**src/rtl/a2d_pkg.sv**
```systemverilog
// ---------------------------------------------------------------------------
// a2d_pkg
// Shared types and constants for the A2D channel scheduler.
//   state_t     : scheduler FSM states
//   chnl_idx_t  : position within a conversion round (0..3)
//   CMD_PFX     : upper two bits of every channel-select command
//   CH_*        : A2D mux channel numbers in round order
//   chnl_cmd()  : builds the channel-select command for a round position
// ---------------------------------------------------------------------------
package a2d_pkg;

  typedef enum logic [2:0] {
    IDLE,
    CMD,
    WAIT_CMD,
    GAP,
    READ,
    WAIT_RD,
    GAP2
  } state_t;

  typedef logic [1:0] chnl_idx_t;

  localparam logic [1:0] CMD_PFX  = 2'b00;

  localparam logic [2:0] CH_LFT   = 3'd0;
  localparam logic [2:0] CH_RGHT  = 3'd4;
  localparam logic [2:0] CH_STEER = 3'd5;
  localparam logic [2:0] CH_BATT  = 3'd6;

  // Round position -> channel-select command word.
  function automatic logic [15:0] chnl_cmd(chnl_idx_t idx);
    logic [2:0] ch;
    case (idx)
      2'd0:    ch = CH_LFT;
      2'd1:    ch = CH_RGHT;
      2'd2:    ch = CH_STEER;
      default: ch = CH_BATT;
    endcase
    return {CMD_PFX, ch, 11'h000};
  endfunction

endpackage

```
**src/rtl/a2d_chnl_sched_if.sv**
```systemverilog
// ---------------------------------------------------------------------------
// a2d_chnl_sched_if
// Transaction handshake between the A2D scheduler and the SPI master.
//   spi_wrt  : one-clock launch pulse (scheduler -> SPI master)
//   spi_cmd  : 16-bit command word, stable from spi_wrt until spi_done
//   spi_done : one-clock completion pulse (SPI master -> scheduler)
//   spi_rd   : 16-bit returned data, valid in the spi_done cycle
// master modport = scheduler side, slave modport = SPI master side.
// ---------------------------------------------------------------------------
interface a2d_chnl_sched_if;
  logic        spi_wrt;
  logic [15:0] spi_cmd;
  logic        spi_done;
  logic [15:0] spi_rd;

  modport master (output spi_wrt, output spi_cmd, input spi_done, input spi_rd);
  modport slave  (input spi_wrt, input spi_cmd, output spi_done, output spi_rd);
endinterface

```
**src/rtl/a2d_gap_tmr.sv**
```systemverilog
// ---------------------------------------------------------------------------
// a2d_gap_tmr
// Loadable down-counter shared by the settling gap and the SPI timeout.
//   clk, rst_n : clock, asynchronous active-low reset
//   load       : load load_val this clock (takes priority over counting)
//   load_val   : value loaded; terminal count follows load_val clocks later
//   tc         : high while the count is zero (counter holds at zero)
// ---------------------------------------------------------------------------
module a2d_gap_tmr #(
  parameter int W = 16
) (
  input  logic         clk,
  input  logic         rst_n,
  input  logic         load,
  input  logic [W-1:0] load_val,
  output logic         tc
);

  logic [W-1:0] cnt_reg;

  always_ff @(posedge clk or negedge rst_n) begin
    if (!rst_n) begin
      cnt_reg <= '0;
    end else if (load) begin
      cnt_reg <= load_val;
    end else if (cnt_reg != '0) begin
      cnt_reg <= cnt_reg - W'(1);
    end
  end

  assign tc = (cnt_reg == '0);

endmodule

```
**src/rtl/a2d_chnl_sched.sv**
```systemverilog
// ---------------------------------------------------------------------------
// a2d_chnl_sched
// Round-robin A2D scheduler: each round converts LFT, RGHT, STEER, BATT,
// each as a channel-select SPI transaction followed by a read transaction,
// with GAP_CYC idle clocks between a done and the next launch, and a
// TMO_CYC-clock guard against a hung SPI master.
//   clk, rst_n   : clock, asynchronous active-low reset
//   nxt          : one-clock request for a conversion round
//   spi          : SPI master handshake (master modport)
//   lft_ld, rght_ld, steer_pot, batt : latched 12-bit results
//   busy         : high whenever the FSM is outside IDLE
//   round_vld    : one-clock pulse, all four results of a round updated
//   tmo_err      : one-clock pulse, round aborted on SPI timeout
// ---------------------------------------------------------------------------
module a2d_chnl_sched
  import a2d_pkg::*;
#(
  parameter int unsigned GAP_CYC = 8,
  parameter int unsigned TMO_CYC = 4096
) (
  input  logic                    clk,
  input  logic                    rst_n,
  input  logic                    nxt,
  a2d_chnl_sched_if.master        spi,
  output logic [11:0]             lft_ld,
  output logic [11:0]             rght_ld,
  output logic [11:0]             steer_pot,
  output logic [11:0]             batt,
  output logic                    busy,
  output logic                    round_vld,
  output logic                    tmo_err
);

  localparam logic [15:0] GAP_LOAD = 16'(GAP_CYC - 1);
  localparam logic [15:0] TMO_LOAD = 16'(TMO_CYC - 1);

  state_t      state_reg, state_next;
  chnl_idx_t   idx_reg, idx_next;
  logic        pend_reg;
  logic        was_idle_reg;
  logic        wrt_reg;
  logic [15:0] cmd_reg;
  logic        rv_reg;

  logic        cap;
  logic        rnd_end;
  logic        tmo_hit;
  logic        tmr_load;
  logic [15:0] tmr_val;
  logic        tmr_tc;

  // Timer is loaded on entry to any counted state; in the wait states its
  // terminal count lands TMO_CYC clocks after the launching spi_wrt.
  always_comb begin
    tmr_load = (state_next != state_reg) &&
               (state_next inside {WAIT_CMD, WAIT_RD, GAP, GAP2});
    tmr_val  = (state_next == WAIT_CMD || state_next == WAIT_RD) ? TMO_LOAD : GAP_LOAD;
  end

  a2d_gap_tmr #(.W(16)) u_tmr (
    .clk      (clk),
    .rst_n    (rst_n),
    .load     (tmr_load),
    .load_val (tmr_val),
    .tc       (tmr_tc)
  );

  // Next-state logic. spi_done is checked before the timeout so a done in
  // the terminal-count cycle is honoured.
  always_comb begin
    state_next = state_reg;
    idx_next   = idx_reg;
    cap        = 1'b0;
    rnd_end    = 1'b0;
    tmo_hit    = 1'b0;
    case (state_reg)
      // A pending request waits one extra IDLE clock after a round ends so
      // busy is seen low between back-to-back rounds.
      IDLE:     if (nxt || (pend_reg && was_idle_reg)) state_next = CMD;
      CMD:      state_next = WAIT_CMD;
      WAIT_CMD: begin
        if (spi.spi_done) begin
          state_next = GAP;
        end else if (tmr_tc) begin
          tmo_hit    = 1'b1;
          idx_next   = '0;
          state_next = IDLE;
        end
      end
      GAP:      if (tmr_tc) state_next = READ;
      READ:     state_next = WAIT_RD;
      WAIT_RD: begin
        if (spi.spi_done) begin
          cap = 1'b1;
          if (idx_reg == 2'd3) begin
            idx_next   = '0;
            rnd_end    = 1'b1;
            state_next = IDLE;
          end else begin
            idx_next   = idx_reg + 2'd1;
            state_next = GAP2;
          end
        end else if (tmr_tc) begin
          tmo_hit    = 1'b1;
          idx_next   = '0;
          state_next = IDLE;
        end
      end
      GAP2:     if (tmr_tc) state_next = CMD;
      default:  state_next = IDLE;
    endcase
  end

  always_ff @(posedge clk or negedge rst_n) begin
    if (!rst_n) begin
      state_reg    <= IDLE;
      idx_reg      <= '0;
      pend_reg     <= 1'b0;
      was_idle_reg <= 1'b1;
      wrt_reg      <= 1'b0;
      cmd_reg      <= '0;
      rv_reg       <= 1'b0;
    end else begin
      state_reg    <= state_next;
      idx_reg      <= idx_next;
      was_idle_reg <= (state_reg == IDLE);
      // Single-depth request memory; extra requests during a round merge.
      if (state_reg == IDLE && state_next == CMD) begin
        pend_reg <= 1'b0;
      end else if (nxt && state_reg != IDLE) begin
        pend_reg <= 1'b1;
      end
      wrt_reg <= (state_next == CMD) || (state_next == READ);
      // Command word changes only at launch, so it is stable until done.
      if (state_next == CMD) begin
        cmd_reg <= chnl_cmd(idx_reg);
      end else if (state_next == READ) begin
        cmd_reg <= '0;
      end
      rv_reg <= rnd_end;
    end
  end

  // One result register per round position, written only at its own read.
  for (genvar gi = 0; gi < 4; gi++) begin : g_res
    logic [11:0] val_reg;
    always_ff @(posedge clk or negedge rst_n) begin
      if (!rst_n) begin
        val_reg <= '0;
      end else if (cap && idx_reg == chnl_idx_t'(gi)) begin
        val_reg <= spi.spi_rd[11:0];
      end
    end
  end

  assign lft_ld      = g_res[0].val_reg;
  assign rght_ld     = g_res[1].val_reg;
  assign steer_pot   = g_res[2].val_reg;
  assign batt        = g_res[3].val_reg;
  assign busy        = (state_reg != IDLE);
  assign round_vld   = rv_reg;
  assign tmo_err     = tmo_hit;
  assign spi.spi_wrt = wrt_reg;
  assign spi.spi_cmd = cmd_reg;

endmodule

```
**src/flat_wrapper.sv**
```systemverilog
// flat-port wrapper written by rule: the top's interface ports become plain ports
module a2d_chnl_sched_flat import a2d_pkg::*;
#(
  parameter int unsigned GAP_CYC = 8,
  parameter int unsigned TMO_CYC = 4096
)
  (clk, rst_n, nxt, lft_ld, rght_ld, steer_pot, batt, busy, round_vld, tmo_err, spi_spi_wrt, spi_spi_cmd, spi_spi_done, spi_spi_rd);
  a2d_chnl_sched_if spi_i ();
  input  logic clk;
  input  logic rst_n;
  input  logic nxt;
  output logic [11:0] lft_ld;
  output logic [11:0] rght_ld;
  output logic [11:0] steer_pot;
  output logic [11:0] batt;
  output logic busy;
  output logic round_vld;
  output logic tmo_err;
  output wire logic [$bits(spi_i.spi_wrt)-1:0] spi_spi_wrt;
  output wire logic [$bits(spi_i.spi_cmd)-1:0] spi_spi_cmd;
  input wire logic [$bits(spi_i.spi_done)-1:0] spi_spi_done;
  input wire logic [$bits(spi_i.spi_rd)-1:0] spi_spi_rd;
  assign spi_spi_wrt = spi_i.spi_wrt;
  assign spi_spi_cmd = spi_i.spi_cmd;
  assign spi_i.spi_done = spi_spi_done;
  assign spi_i.spi_rd = spi_spi_rd;
  a2d_chnl_sched #(.GAP_CYC(GAP_CYC), .TMO_CYC(TMO_CYC)) u_core (.clk(clk), .rst_n(rst_n), .nxt(nxt), .spi(spi_i), .lft_ld(lft_ld), .rght_ld(rght_ld), .steer_pot(steer_pot), .batt(batt), .busy(busy), .round_vld(round_vld), .tmo_err(tmo_err));
endmodule
```
**config.mk**
```make
export PLATFORM = sky130hd
export DESIGN_NAME = a2d_chnl_sched_flat
export DESIGN_NICKNAME = d
export VERILOG_FILES = /design/src/rtl/a2d_pkg.sv /design/src/rtl/a2d_chnl_sched_if.sv /design/src/rtl/a2d_gap_tmr.sv /design/src/rtl/a2d_chnl_sched.sv /design/src/flat_wrapper.sv
export SDC_FILE = /design/constraint.sdc
export NUM_CORES = 1
export LEC_CHECK = 0
export CAP_MARGIN = 20
export CORE_ASPECT_RATIO = 0.7
export CORE_UTILIZATION = 49
export DETAILED_ROUTE_END_ITERATION = 8
export GPL_ROUTABILITY_DRIVEN = 0
export PLACE_DENSITY = 0.87
export SYNTH_ARGS = -nofsm -noshare
export SYNTH_HDL_FRONTEND = slang
export SYNTH_SLANG_ARGS = --single-unit
```
**constraint.sdc**
```tcl
create_clock -name clk -period 3.62 [get_ports clk]
set_clock_uncertainty 0.15 [all_clocks]
set_input_delay 0.724 -clock clk [delete_from_list [all_inputs] [get_ports clk]]
set_output_delay 0.724 -clock clk [all_outputs]
set_load 0.02 [all_outputs]
```
==> results of run 1 <==
power groups by stage:
| stage | clock, mW | sequential (mW) | combinational [mW] |
|---|---|---|---|
| 6_report | 0.677 | 1.03 | 0.519 |
| 5_1_grt | 0.725 | 1.05 | 0.577 |
| 4_1_cts | 0.691 | 1.03 | 0.520 |
| 3_5_place_dp | 0 | 1.05 | 0.516 |
| 3_3_place_gp | 0 | 1.04 | 0.500 |
| 2_1_floorplan | 0 | 1.02 | 0.398 |
synthesized netlist by cell type, types with 2 or more instances:
master,n
clkbuf_1,7
nand2_1,13
nor2_1,17
or3_1,3
o22ai_1,2
a21oi_1,4
nand3_1,5
mux2_2,49
nor3_1,7
nand2b_1,5
buf_4,13
mux2i_1,3
or2_2,2
ha_1,7
o31ai_1,2
o31a_1,2
dfrtp_1,75
o2bb2ai_1,3
o21ai_0,11
a22o_1,2
nor4_1,2
xnor2_1,8
buf_2,2
inv_1,10
nor3b_1,2
xor2_1,6
metal layers:
metal / track usage (%) / up-vias / part of all wire, % / routed length [um]
li1: - / 1111 / - / -
met1: 27.2 / 1132 / 46 / 3130
met2: 29.6 / 66 / 47 / 3190
met3: 5.49 / 9 / 4.9 / 328
met4: 7.14 / 0 / 1.3 / 91
met5: 0 / - / 0 / 0
critical path, delay by kind of cell (launching register included):
family        cells  cell delay [ns]
fa+ha+maj         1             0.19
buf+inv           2             0.44
flops             1             0.42
simple gates      4             1.13
final cells by class:
type | instances | area [um2]
fill | 513 | 2370
inverter | 10 | 37.5
multi-input combinational | 185 | 1420
clock inverter | 7 | 87.6
timing repair buffer | 75 | 732
tap | 94 | 118
clock buffer | 9 | 124
sequential | 76 | 1900
kinds of logic after synthesis:
family | count (synthesis) | share of synthesized area [%]
flops | 76 | 55.1
fa+ha+maj | 7 | 2.54
compound gates | 36 | 7.50
simple gates | 63 | 9.28
xor+xnor | 14 | 3.55
buf+inv | 33 | 5.07
other cells | 1 | 0.109
mux | 52 | 16.8
worst paths after layout:
| kind | startpoint | end | slack (ns) | cells past startpoint |
|---|---|---|---|---|
| setup / recovery | u_core.u_tmr.cnt_reg[0]$_DFFE_PN0P_ | tmo_err | 0.21 | 7 |
| hold / removal | rst_n | u_core.lft_ld[3]$_DFFE_PN0P_ | 0.32 | 1 |
| setup reg to reg | u_core.u_tmr.cnt_reg[0]$_DFFE_PN0P_ | u_core.u_tmr.cnt_reg[7]$_DFFE_PN0P_ | 0.55 | 8 |
| hold reg to reg | u_core.lft_ld[10]$_DFFE_PN0P_ | u_core.lft_ld[10]$_DFFE_PN0P_ | 0.36 | 1 |
| max in group asynchronous | rst_n | u_core.spi.spi_cmd[11]$_DFFE_PN0P_ | 2.22 | 2 |
| min in group clk | u_core.lft_ld[10]$_DFFE_PN0P_ | u_core.lft_ld[10]$_DFFE_PN0P_ | 0.36 | 1 |
==> reports/qor.yml, run 1 <==
outcome: "finished clean"
rsz0062_at_grt: "no"
largest_reg_flops: 16
instances_no_fill: 456
placedInstanceArea_um2: 4210
num-nets-final: 384
p_switching_mw: 0.726
p_leak_nw: 2.11
place_inst: 440
route.detailed.wl_per_inst_um: 14.8
power_frac_seq_pct: 46.3
postCtsResizedCells: 1
num_rows: 25
drtIter0Drc: 90
wl_mm: 6.75
yosys_warnings: 0
syn_avg_cell_area_um2: 12.2
io_pins: 88
post-route-util_pct: 65.1
power_mw: 2.23
hold_violations: 0
power.share.clock_pct: 30.4
min_period_ns: 3.41
dieArea_um2: 7390
portBuffers: 70
maxCapViolCount: 0
core_um2: 6790
synthArstFlopShare_pct: 100
dieWidth_um: 102
start_util_pct: 50.9
track_usage_pct: 19.6
worstMarginPinSlew_ns: 0.822
cts_hold_buf: 0
fp.dieH_um: 72.2
grt_pass1_vias: 2171
synth_seq_area_share_pct: 55.1
drive_gt1_share_pct: 21.8
hpwlAfterDp_mm: 4.88
grt_max_degree: 39
crit_arrival_ns: 2.53
fmax_mhz: 294
synthTopCellsByArea: "dfrtp_1 (54%), mux2_2 (16%), buf_4 (2.8%)"
via_per_inst: 5.08
layout_commonest_cell: "dfrtp_1"
cts_setup_buffers: 0
synthCells: 282
path_cells: "inv_1, ha_1, nor2b_1, or4b_4, or2_1, nor3_1, dlygate4sd2_1"
relSlewSlack_pct: 45.2
synth_top_cell_by_area: "dfrtp_1"
antenna_found_initial: 0
intPower_mw: 1.50
switching_share_pct: 32.6
grt_pass1_wl_mm: 10.9
path_clk_slew_ns: 0.09
ant_nets: 0
crit_slowest_cell: "or4b_4"
tns_ns: 0
p_per_area_nw_per_um2: 504
htree_levels: 3
cts-root-buf: "clkbuf_8"
clockBufferDepth: 2
synth_edf_count: 0
cts_sinks: 76
yosys_register_bits: 76
synth_flop_cell: "dfrtp_1"
ys_types: 46
finalInstanceArea_um2: 4420
cts_tree: "done"
synth_top_area_share_pct: 54.3
holdCritPathClass: "in -> async"
post-place-ws_ns: 0.278
layout_common_cells: "dfrtp_1 (75), clkdlybuf4s50_1 (68), mux2_2 (49), nor2_1 (17)"
overflow: 0
crit_required_ns: 2.75
setup_viol: 0
drc: 0
path_class: "reg -> out"
syn-cell-area_um2: 3450
area_delta_synth_final_pct: 28.0
p_comb_share_pct: 23.3
peakVddDrop_mv: 0.261
timing.final.crit_share_pct: 94.1
vias: 2318
setup_ws_ns: 0.214
clk_latency_ns: 0.34
drt_first_pass_iters: 4
cp_max_fo: 6
end_kind: "output port"
critPathLaunchType: "flop"
maxSlewViolCount: 0
holdWs_ns: 0.320
diodes: 0
cp_slowest_stage_delay_ns: 0.53
cts_buffers: 9
Note: power is estimated with default switching activity, not from simulation.
==> inputs of run 2 (changes only) <==
--- a/config.mk
+++ b/config.mk
@@ -11,6 +11,7 @@
 export DETAILED_ROUTE_END_ITERATION = 8
 export GPL_ROUTABILITY_DRIVEN = 0
 export PLACE_DENSITY = 0.87
+export SKIP_CTS_REPAIR_TIMING = 1
 export SYNTH_ARGS = -nofsm -noshare
 export SYNTH_HDL_FRONTEND = slang
 export SYNTH_SLANG_ARGS = --single-unit
==> run 2 against run 1 <==
Setup slack gained 0.11 ns. Non-clock buffer count unchanged. First-iteration DRC count did not move. Final area is essentially flat. Critical path depth unchanged. Highest routed layer unchanged. Hold slack is the same. Sequential cell count unchanged. Largest cell class unchanged. Largest power group unchanged. Register-to-register slack is essentially flat. Cell count is the same. Maximum frequency is 3.2% higher. Routed wire length barely moved. Die area is the same.
==> reports/qor.yml, run 2 (synthesis gave the netlist of run 1 again) <==
io_pins: 88  # unchanged
timing.rr.start: "u_core.u_tmr.cnt_reg[0]$_DFFE_PN0P_"  # unchanged
wl_mm: 6.75  # about the same
hpwlAfterDp_mm: 4.88  # unchanged
grt_max_degree: 39  # unchanged
timing.final.crit_share_pct: 91.2  # was 94.1%
track_usage_pct: 19.6  # about the same
worstMarginPinSlew_ns: 0.822  # unchanged
cp_max_fo: 6  # unchanged
holdCritPathClass: "in -> async"  # unchanged
drt_first_pass_iters: 4  # unchanged
p_leak_nw: 2.12  # was 2.11 nW
drc: 0  # unchanged
num-nets-final: 384  # unchanged
route.detailed.wl_per_inst_um: 14.8  # about the same
p_switching_mw: 0.726  # unchanged
antenna_found_initial: 0  # unchanged
finalInstanceArea_um2: 4430  # was 4420 um2
grt_pass1_wl_mm: 10.9  # about the same
num_rows: 25  # unchanged
cts_tree: "done"  # unchanged
portBuffers: 70  # unchanged
place_inst: 440  # unchanged
critPathLaunchType: "flop"  # unchanged
clk_latency_ns: 0.34  # about the same
path_class: "reg -> out"  # unchanged
cts-root-buf: "clkbuf_8"  # unchanged
drtIter0Drc: 90  # unchanged
clockBufferDepth: 2  # unchanged
crit_required_ns: 2.75  # about the same
relSlewSlack_pct: 45.2  # unchanged
cts_buffers: 9  # unchanged
diodes: 0  # unchanged
intPower_mw: 1.50  # about the same
crit_arrival_ns: 2.43  # was 2.53 ns
setup_viol: 0  # unchanged
core_um2: 6790  # unchanged
drive_gt1_share_pct: 21.8  # unchanged
dieArea_um2: 7390  # unchanged
end_kind: "output port"  # unchanged
fmax_mhz: 303  # was 294 MHz
path_clk_slew_ns: 0.09  # about the same
fp.dieH_um: 72.2  # unchanged
crit_path_start: "u_core.u_tmr.cnt_reg[0]$_DFFE_PN0P_"  # unchanged
peakVddDrop_mv: 0.261  # about the same
maxSlewViolCount: 0  # unchanged
power.share.clock_pct: 30.4  # about the same
layout_common_cells: "dfrtp_1 (75), clkdlybuf4s50_1 (68), mux2_2 (49), nor2_1 (17)"  # unchanged
outcome: "finished clean"  # unchanged
grt_pass1_vias: 2165  # was 2,171
ant_nets: 0  # unchanged
min_period_ns: 3.30  # was 3.41 ns
instances_no_fill: 456  # unchanged
p_per_area_nw_per_um2: 504  # about the same
hold_violations: 0  # unchanged
dieWidth_um: 102  # unchanged
htree_levels: 3  # unchanged
maxCapViolCount: 0  # unchanged
placedInstanceArea_um2: 4210  # unchanged
area_delta_synth_final_pct: 28.2  # was 28.0%
start_util_pct: 50.9  # unchanged
cts_sinks: 76  # unchanged
largest_reg_flops: 16  # unchanged
layout_commonest_cell: "dfrtp_1"  # unchanged
overflow: 0  # unchanged
power_frac_seq_pct: 46.3  # about the same
vias: 2318  # unchanged
via_per_inst: 5.08  # unchanged
p_comb_share_pct: 23.3  # about the same
rsz0062_at_grt: "no"  # unchanged
switching_share_pct: 32.6  # about the same
[run 2: cell count changes in the layout (fill, tap and decap cells not counted)]
cell            delta
dlygate4sd2_1      -1
dlymetal6s2s_1     +1
[run 2: per-stage QoR]
stage                     total power [mW]  setup slack (ns)  hold WS [ns]  util, %  setup TNS, ns
after global placement                1.54             0.303         0.337     62.0              0
after global routing                  2.35             0.157         0.368     65.2              0
after detailed placement              1.56             0.278         0.343     62.0              0
final                                 2.23             0.320         0.320     65.2              0
after CTS                             2.24            -0.109         0.338     65.2         -0.109
after floorplan                       1.42             0.524         0.278        -              0
[run 2: layout make-up]
class	instances	area, um2
clock inverter	7	87.6
multi-input combinational	185	1420
clock buffer	9	124
tap	94	118
timing repair buffer	75	736
fill	512	2360
inverter	10	37.5
sequential	76	1900
[run 2: power by group through the flow]
stage	clock network (mW)	registers, mW	logic (mW)
after floorplan	0	1.02	0.398
after global placement	0	1.04	0.500
after detailed placement	0	1.05	0.516
after CTS	0.691	1.03	0.520
after global routing	0.725	1.05	0.577
final	0.677	1.03	0.520
[run 2: worst paths after layout]
path / depth (start not counted) / slack [ns] / endpoint
worst max-delay path: 7 / 0.32 / tmo_err
worst min-delay path: 1 / 0.32 / u_core.lft_ld[3]$_DFFE_PN0P_
worst max register to register: 8 / 0.55 / u_core.u_tmr.cnt_reg[7]$_DFFE_PN0P_
worst min register to register: 1 / 0.36 / u_core.lft_ld[10]$_DFFE_PN0P_
max in group asynchronous: 2 / 2.22 / u_core.spi.spi_cmd[11]$_DFFE_PN0P_
min in group clk: 1 / 0.36 / u_core.lft_ld[10]$_DFFE_PN0P_
[run 2: critical path: stages (launching register included)]
cell and delay (ns):
dfrtp_1 0.42, inv_1 0.09, ha_1 0.19, nor2b_1 0.18, or4b_4 0.53, or2_1 0.26, nor3_1 0.16, dlymetal6s2s_1 0.25
[run 2: metal layers]
| metal | up-vias | wire length [um] | GRT usage, % |
|---|---|---|---|
| met5 | - | 0 | 0 |
| met4 | 0 | 91 | 7.14 |
| met3 | 9 | 328 | 5.49 |
| met2 | 66 | 3190 | 29.5 |
| met1 | 1132 | 3140 | 27.2 |
| li1 | 1111 | - | - |
==> inputs of run 3 (changes only) <==
--- a/config.mk
+++ b/config.mk
@@ -5,6 +5,7 @@
 export SDC_FILE = /design/constraint.sdc
 export NUM_CORES = 1
 export LEC_CHECK = 0
+export ABC_CLOCK_PERIOD_IN_PS = 3620
 export CAP_MARGIN = 20
 export CORE_ASPECT_RATIO = 0.7
 export CORE_UTILIZATION = 49
==> results of run 3 <==
No change in the layout: final DEF, timing and power equal those of run 2.
